`src/rtl/amb_paylasim_hakemi_pkg.sv`:
```
// Shared definitions: ALU control encodings and the requester tags used by the arbiter,
// its output buffer and any driver/test code.
package amb_paylasim_hakemi_pkg;

  typedef enum logic [3:0] {
    ALU_ADD  = 4'd0,
    ALU_SUB  = 4'd1,
    ALU_AND  = 4'd2,
    ALU_OR   = 4'd3,
    ALU_XOR  = 4'd4,
    ALU_SLT  = 4'd5,
    ALU_SLTU = 4'd6,
    ALU_SLL  = 4'd7,
    ALU_SRL  = 4'd8,
    ALU_SRA  = 4'd9
  } alu_kontrol_e;

  localparam logic AMB_KIMLIK_BORU     = 1'b0;
  localparam logic AMB_KIMLIK_YARDIMCI = 1'b1;

endpackage

```
`src/rtl/amb_rr_hakem.sv`:
```
// Two-input round-robin grant with its priority pointer; combinational grant,
// pointer moves to the other requester only on an accepted operation.
module amb_rr_hakem
  import amb_paylasim_hakemi_pkg::*;
(
  input  logic       clk_i,
  input  logic       rst_i,
  input  logic [1:0] gecerli_i,
  input  logic       kabul_i,
  output logic       secim_o,
  output logic       oncelik_o
);

  logic oncelik_q, oncelik_d;

  // With nobody or everybody requesting, the preferred requester is selected,
  // so the ALU inputs are always driven from a defined source.
  always_comb begin
    secim_o = oncelik_q;
    case (gecerli_i)
      2'b01:   secim_o = AMB_KIMLIK_BORU;
      2'b10:   secim_o = AMB_KIMLIK_YARDIMCI;
      default: secim_o = oncelik_q;
    endcase
  end

  always_comb begin
    oncelik_d = oncelik_q;
    if (kabul_i) oncelik_d = ~secim_o;
  end

  always_ff @(posedge clk_i or posedge rst_i) begin
    if (rst_i) oncelik_q <= AMB_KIMLIK_BORU;
    else       oncelik_q <= oncelik_d;
  end

  assign oncelik_o = oncelik_q;

endmodule

```
`src/rtl/amb_paylasim_hakemi.sv`:
```
// Round-robin sharing of one combinational ALU between two requesters, result in a
// one-entry valid/ready buffer. Optional counters: define AMB_PAYLASIM_SAYAC_EN.
module amb_paylasim_hakemi
  import amb_paylasim_hakemi_pkg::*;
#(
  parameter int VERI_GENISLIGI  = 32,
  parameter int SAYAC_GENISLIGI = 32
) (
  input  logic                      clk_i,
  input  logic                      rst_i,
  input  logic                      ist0_gecerli_i,
  output logic                      ist0_hazir_o,
  input  logic [3:0]                ist0_kontrol_i,
  input  logic [VERI_GENISLIGI-1:0] ist0_deger1_i,
  input  logic [VERI_GENISLIGI-1:0] ist0_deger2_i,
  input  logic [1:0]                ist0_lt_ltu_i,
  input  logic                      ist1_gecerli_i,
  output logic                      ist1_hazir_o,
  input  logic [3:0]                ist1_kontrol_i,
  input  logic [VERI_GENISLIGI-1:0] ist1_deger1_i,
  input  logic [VERI_GENISLIGI-1:0] ist1_deger2_i,
  input  logic [1:0]                ist1_lt_ltu_i,
  output logic [3:0]                amb_kontrol_o,
  output logic [VERI_GENISLIGI-1:0] amb_deger1_o,
  output logic [VERI_GENISLIGI-1:0] amb_deger2_o,
  output logic [1:0]                amb_lt_ltu_o,
  input  logic [VERI_GENISLIGI-1:0] amb_sonuc_i,
  output logic                      sonuc_gecerli_o,
  input  logic                      sonuc_hazir_i,
  output logic [VERI_GENISLIGI-1:0] sonuc_o,
  output logic                      sonuc_kimlik_o
`ifdef AMB_PAYLASIM_SAYAC_EN
  ,
  output logic [SAYAC_GENISLIGI-1:0] sayac_ist0_o,
  output logic [SAYAC_GENISLIGI-1:0] sayac_ist1_o,
  output logic [SAYAC_GENISLIGI-1:0] sayac_cakisma_o
`endif
);

  logic                      secim, oncelik, bos, kabul;
  logic                      gecerli_q, gecerli_d;
  logic                      kimlik_q, kimlik_d;
  logic [VERI_GENISLIGI-1:0] sonuc_q, sonuc_d;

  amb_rr_hakem u_hakem (
    .clk_i     (clk_i),
    .rst_i     (rst_i),
    .gecerli_i ({ist1_gecerli_i, ist0_gecerli_i}),
    .kabul_i   (kabul),
    .secim_o   (secim),
    .oncelik_o (oncelik)
  );

  // Draining and refilling in the same cycle keeps one op per cycle under no backpressure.
  assign bos   = !gecerli_q || sonuc_hazir_i;
  assign kabul = bos && ((secim == AMB_KIMLIK_YARDIMCI) ? ist1_gecerli_i : ist0_gecerli_i);

  assign ist0_hazir_o = kabul && (secim == AMB_KIMLIK_BORU);
  assign ist1_hazir_o = kabul && (secim == AMB_KIMLIK_YARDIMCI);

  assign amb_kontrol_o = (secim == AMB_KIMLIK_YARDIMCI) ? ist1_kontrol_i : ist0_kontrol_i;
  assign amb_deger1_o  = (secim == AMB_KIMLIK_YARDIMCI) ? ist1_deger1_i  : ist0_deger1_i;
  assign amb_deger2_o  = (secim == AMB_KIMLIK_YARDIMCI) ? ist1_deger2_i  : ist0_deger2_i;
  assign amb_lt_ltu_o  = (secim == AMB_KIMLIK_YARDIMCI) ? ist1_lt_ltu_i  : ist0_lt_ltu_i;

  always_comb begin
    gecerli_d = gecerli_q;
    kimlik_d  = kimlik_q;
    sonuc_d   = sonuc_q;
    if (kabul) begin
      gecerli_d = 1'b1;
      kimlik_d  = secim;
      sonuc_d   = amb_sonuc_i;
    end else if (sonuc_hazir_i) begin
      gecerli_d = 1'b0;
    end
  end

  always_ff @(posedge clk_i or posedge rst_i) begin
    if (rst_i) begin
      gecerli_q <= 1'b0;
      kimlik_q  <= AMB_KIMLIK_BORU;
      sonuc_q   <= '0;
    end else begin
      gecerli_q <= gecerli_d;
      kimlik_q  <= kimlik_d;
      sonuc_q   <= sonuc_d;
    end
  end

  assign sonuc_gecerli_o = gecerli_q;
  assign sonuc_o         = sonuc_q;
  assign sonuc_kimlik_o  = kimlik_q;

`ifdef AMB_PAYLASIM_SAYAC_EN
  logic [SAYAC_GENISLIGI-1:0] sayac_ist0_q, sayac_ist1_q, sayac_cakisma_q;

  // Contention counts every both-valid cycle, whether it ended in a grant or a stall.
  always_ff @(posedge clk_i or posedge rst_i) begin
    if (rst_i) begin
      sayac_ist0_q    <= '0;
      sayac_ist1_q    <= '0;
      sayac_cakisma_q <= '0;
    end else begin
      if (ist0_hazir_o)                    sayac_ist0_q    <= sayac_ist0_q + 1'b1;
      if (ist1_hazir_o)                    sayac_ist1_q    <= sayac_ist1_q + 1'b1;
      if (ist0_gecerli_i && ist1_gecerli_i) sayac_cakisma_q <= sayac_cakisma_q + 1'b1;
    end
  end

  assign sayac_ist0_o    = sayac_ist0_q;
  assign sayac_ist1_o    = sayac_ist1_q;
  assign sayac_cakisma_o = sayac_cakisma_q;
`else
  logic [SAYAC_GENISLIGI-1:0] sayac_unused;
  assign sayac_unused = '0;
`endif

  logic oncelik_unused;
  assign oncelik_unused = oncelik;

endmodule

```
`config.mk`:
```
export PLATFORM = sky130hd
export DESIGN_NAME = amb_paylasim_hakemi
export DESIGN_NICKNAME = d
export VERILOG_FILES = /design/src/rtl/amb_paylasim_hakemi_pkg.sv /design/src/rtl/amb_rr_hakem.sv /design/src/rtl/amb_paylasim_hakemi.sv
export SDC_FILE = /design/constraint.sdc
export NUM_CORES = 1
export LEC_CHECK = 0
export BUFFER_PORTS_ARGS = -buffer_cell sky130_fd_sc_hd__buf_4
export CORE_AREA = 2 2 109 111
export CTS_CLUSTER_DIAMETER = 80
export DETAILED_ROUTE_END_ITERATION = 12
export DIE_AREA = 0 0 111 113
export GPL_TIMING_DRIVEN = 0
export PLACE_DENSITY = 0.57
export SLEW_MARGIN = 40
export SYNTH_ARGS = -nofsm -noshare
export SYNTH_HDL_FRONTEND = slang
export SYNTH_SLANG_ARGS = --single-unit
```
`constraint.sdc`:
```
create_clock -name clk_i -period 2 [get_ports clk_i]
set_input_delay 0.4 -clock clk_i [delete_from_list [all_inputs] [get_ports clk_i]]
set_output_delay 0.4 -clock clk_i [all_outputs]
set_load 0.1 [all_outputs]
```
==> flow_summary_export.csv <==
group,metric,value,unit
status,status,"finished with violations",
status,violations,"negative setup slack",
die,die_area,0.0125,mm²
cts,clkSinkCount,35,
cts,path_clk_slew,0.06,ns
synth,synth_fp_nets,343,
synth,ys_seq_area_share,37.5,%
cts,cts_tree,"done",
timing,hold_viol_final,0,
timing,worst_slew_pin_slew,0.584,ns
grt,grt_usage,18.6,%
timing,drv_slew,0,
synth,synth_cell_types,15,
synth,synth_flop_cell,"dfrtp_1",
route,vias_per_cell,4.21,
cts,clk_latency,0.28,ns
route,dr.pass1.iters,4,
synth,syn_inst,165,
critical_path,path_class,"in2out",
power_and_ir_drop,ir_drop,1.24,mV
critical_path,r2r_end,"sonuc_o[17]",
layout,area_growth,174,%
route,drt_iter0_markers,120,
run,drv_cap,0,
critical_path,cp-end-kind,"output pin",
grt,grt_overflow,0,
die,row_count,39,
layout,fillers,916,
power_and_ir_drop,leakage,3.28,nW
grt,busiest_layer,"met2",
timing,fin_crit_sh,116,%
layout,multiInputGateArea,0.00166,mm²
power_and_ir_drop,p_total,11.7,mW
route,drcViolationCount,0,
timing,rsz0062_at_grt,"true",
place,dpl_cell_area,0.00493,mm²
synth,synthArstFlopShare,100,%
grt,use_met1,22.3,%
critical_path,cp-start-kind,"primary input",
die,start_util,20.7,%
cts,cts_buffers,5,
critical_path,r2r-start,"u_hakem.oncelik_o",
grt,grt_pass1_vias,2864,
critical_path,worst-r2r-cell-count,9,
layout,drive_gt1_share,91.1,%
critical_path,crit_end,"amb_deger2_o[6]",
layout,nets,649,
place,place_congestion,0.901,
cts,clockBufferDepth,2,
synth,syn_avg_cell_area,14.2,µm²
grt,grt_pass1_wl,17600,µm
layout,final_cell_area,0.00639,mm²
timing,setup_viol,103,
place,place_ws,-0.611,ns
synth,synth_top_area_share,37.5,%
die,design.core.area,0.0113,mm²
cts,cts-root-buf,"clkbuf_16",
power_and_ir_drop,combPwrFrac,82.4,%
cts,h-tree-depth,2,
place,port_buffers,282,
layout,ff_latch_area,877,µm²
die,chipHeight,113,µm
grt,grtUsageMet3,8.19,%
critical_path,arrival,1.93,ns
synth,synth_common_cells,"72 x mux2_2, 35 x dfrtp_1, 30 x mux2_4",
timing,fin_skew,0.00803,ns
power_and_ir_drop,p_int,4.98,mW
power_and_ir_drop,p_sw_share,57.6,%
route,drt-total-wl,12100,µm
cts,hold_buffers,0,
worst_hold_path,min_path_type,"in2async",
synth,yosysWarnings,0,
layout,final_cell_count_no_fill,618,
route,wire_per_inst,19.5,µm
die,die_w,111,µm
power_and_ir_drop,power_frac_seq,10.9,%
power_and_ir_drop,powerDensity,1840,mW/mm²
grt,grt_max_degree,36,
timing,slew_headroom,61.0,%
synth,syn_area,0.00234,mm²
grt,antenna_found_initial,4,
synth,ys_ff_latch,35,
route,vias,2604,
critical_path,r2r_slack,0.05,ns
layout,fin_util,56.7,%
timing,fmaxAchievable,430,MHz
timing,tns,-24.52,ns
place,placed_cells,590,
grt,grt_use_met2,29.2,%
route,detail-route-antenna-nets,0,
critical_path,crit_required,1.60,ns
place,dp_hpwl,9500,µm
synth,synth_area_leaders,"dfrtp_1 37%, mux2_2 35%, mux2_4 19%",
synth,synth_top_cell_by_area,"dfrtp_1",
timing,fin_ws,-0.325,ns
timing,whs,0.167,ns
critical_path,critPathLaunch,"ist0_gecerli_i",
power_and_ir_drop,p_switching,6.76,mW
synth,yosysMostFrequentCell,"mux2_2",
die,io_pins,283,
critical_path,worstPathMaxFanout,10,
power_and_ir_drop,clock_power_share,6.6,%
timing,fin_crit,2.33,ns
synth,synth_edf_count,0,
## power by group through the flow
stage | combinational, mW | sequential [mW] | clock (mW)
after floorplan | 4.12 | 3.75 | 0
after global placement | 8.14 | 1.27 | 0
after detailed placement | 8.17 | 1.26 | 0
after CTS | 9.49 | 1.29 | 0.798
after global routing | 9.88 | 1.34 | 0.840
final | 9.68 | 1.28 | 0.776
## routing by layer
layer	vias to the layer above	wire (µm)
met5	-	13
met4	2	381
met3	24	1380
met2	171	5650
met1	1198	4640
li1	1209	-
## cell type report
class / count / area share (%)
Clock buffer: 5 / 1.96
Tap cell: 143 / 2.80
Multi-Input combinational cell: 115 / 26.0
Clock inverter: 3 / 0.372
Sequential cell: 35 / 13.7
Timing Repair Buffer: 299 / 51.0
Antenna cell: 3 / 0.117
Inverter: 4 / 0.568
Buffer: 11 / 3.45
## critical path, stage by stage
cell and delay [ns]:
buf_12 0.09, inv_12 0.03, ha_4 0.27, mux2i_4 0.29
buf_6 0.19, buf_12 0.15, mux2_4 0.33, buf_12 0.17
## sequential cells by signal (all words and copies together) (netlist names)
| name | flops |
|---|---|
| sonuc_gecerli_o | 1 |
| sonuc_kimlik_o | 1 |
| sonuc_o | 32 |
| u_hakem.oncelik_o | 1 |
## what timing repair did
action	4_1_cts	5_1_grt
gates resized for setup	256	5
pin swaps	1	0
setup endpoints to repair	72	102
buffers inserted	4	7
gates cloned	2	4
## logic make-up (layout without fill, tap and decap cells)
logic type,Yosys count,in the layout,share of synthesized area (%)
simple gates,10,10,2.95
fa+ha+maj,1,1,0.536
buf+inv,15,322,4.39
mux,103,103,54.4
flops,35,35,37.5
other cells,0,3,0
compound gates,1,1,0.214
## cell usage in the layout, fill, tap and decap left out
master and instances:
inv_6 1, ha_4 1, clkbuf_16 9, nand2_1 6
o21ai_0 1, buf_12 83, buf_16 1, nand3b_4 1
mux2_2 2, nand2b_1 1, diode_2 3, inv_12 1
clkinv_2 1, mux2_4 100, nand2_8 1, dfrtp_2 1
mux2i_4 1, clkinvlp_4 4, buf_6 6, buf_4 216
dfrtp_1 34, nand3_4 1
## how the worst min path moves through the flow
stage | from | endpoint | cells past startpoint
detailed placement | u_hakem.oncelik_o | u_hakem.oncelik_o | 2
CTS | rst_i | sonuc_o[2] | 2
global route | rst_i | sonuc_o[2] | 2
floorplan | u_hakem.oncelik_o | u_hakem.oncelik_o | 2
finish | rst_i | sonuc_o[2] | 2
global placement | u_hakem.oncelik_o | u_hakem.oncelik_o | 2
Power figures use the tool's default switching activity.
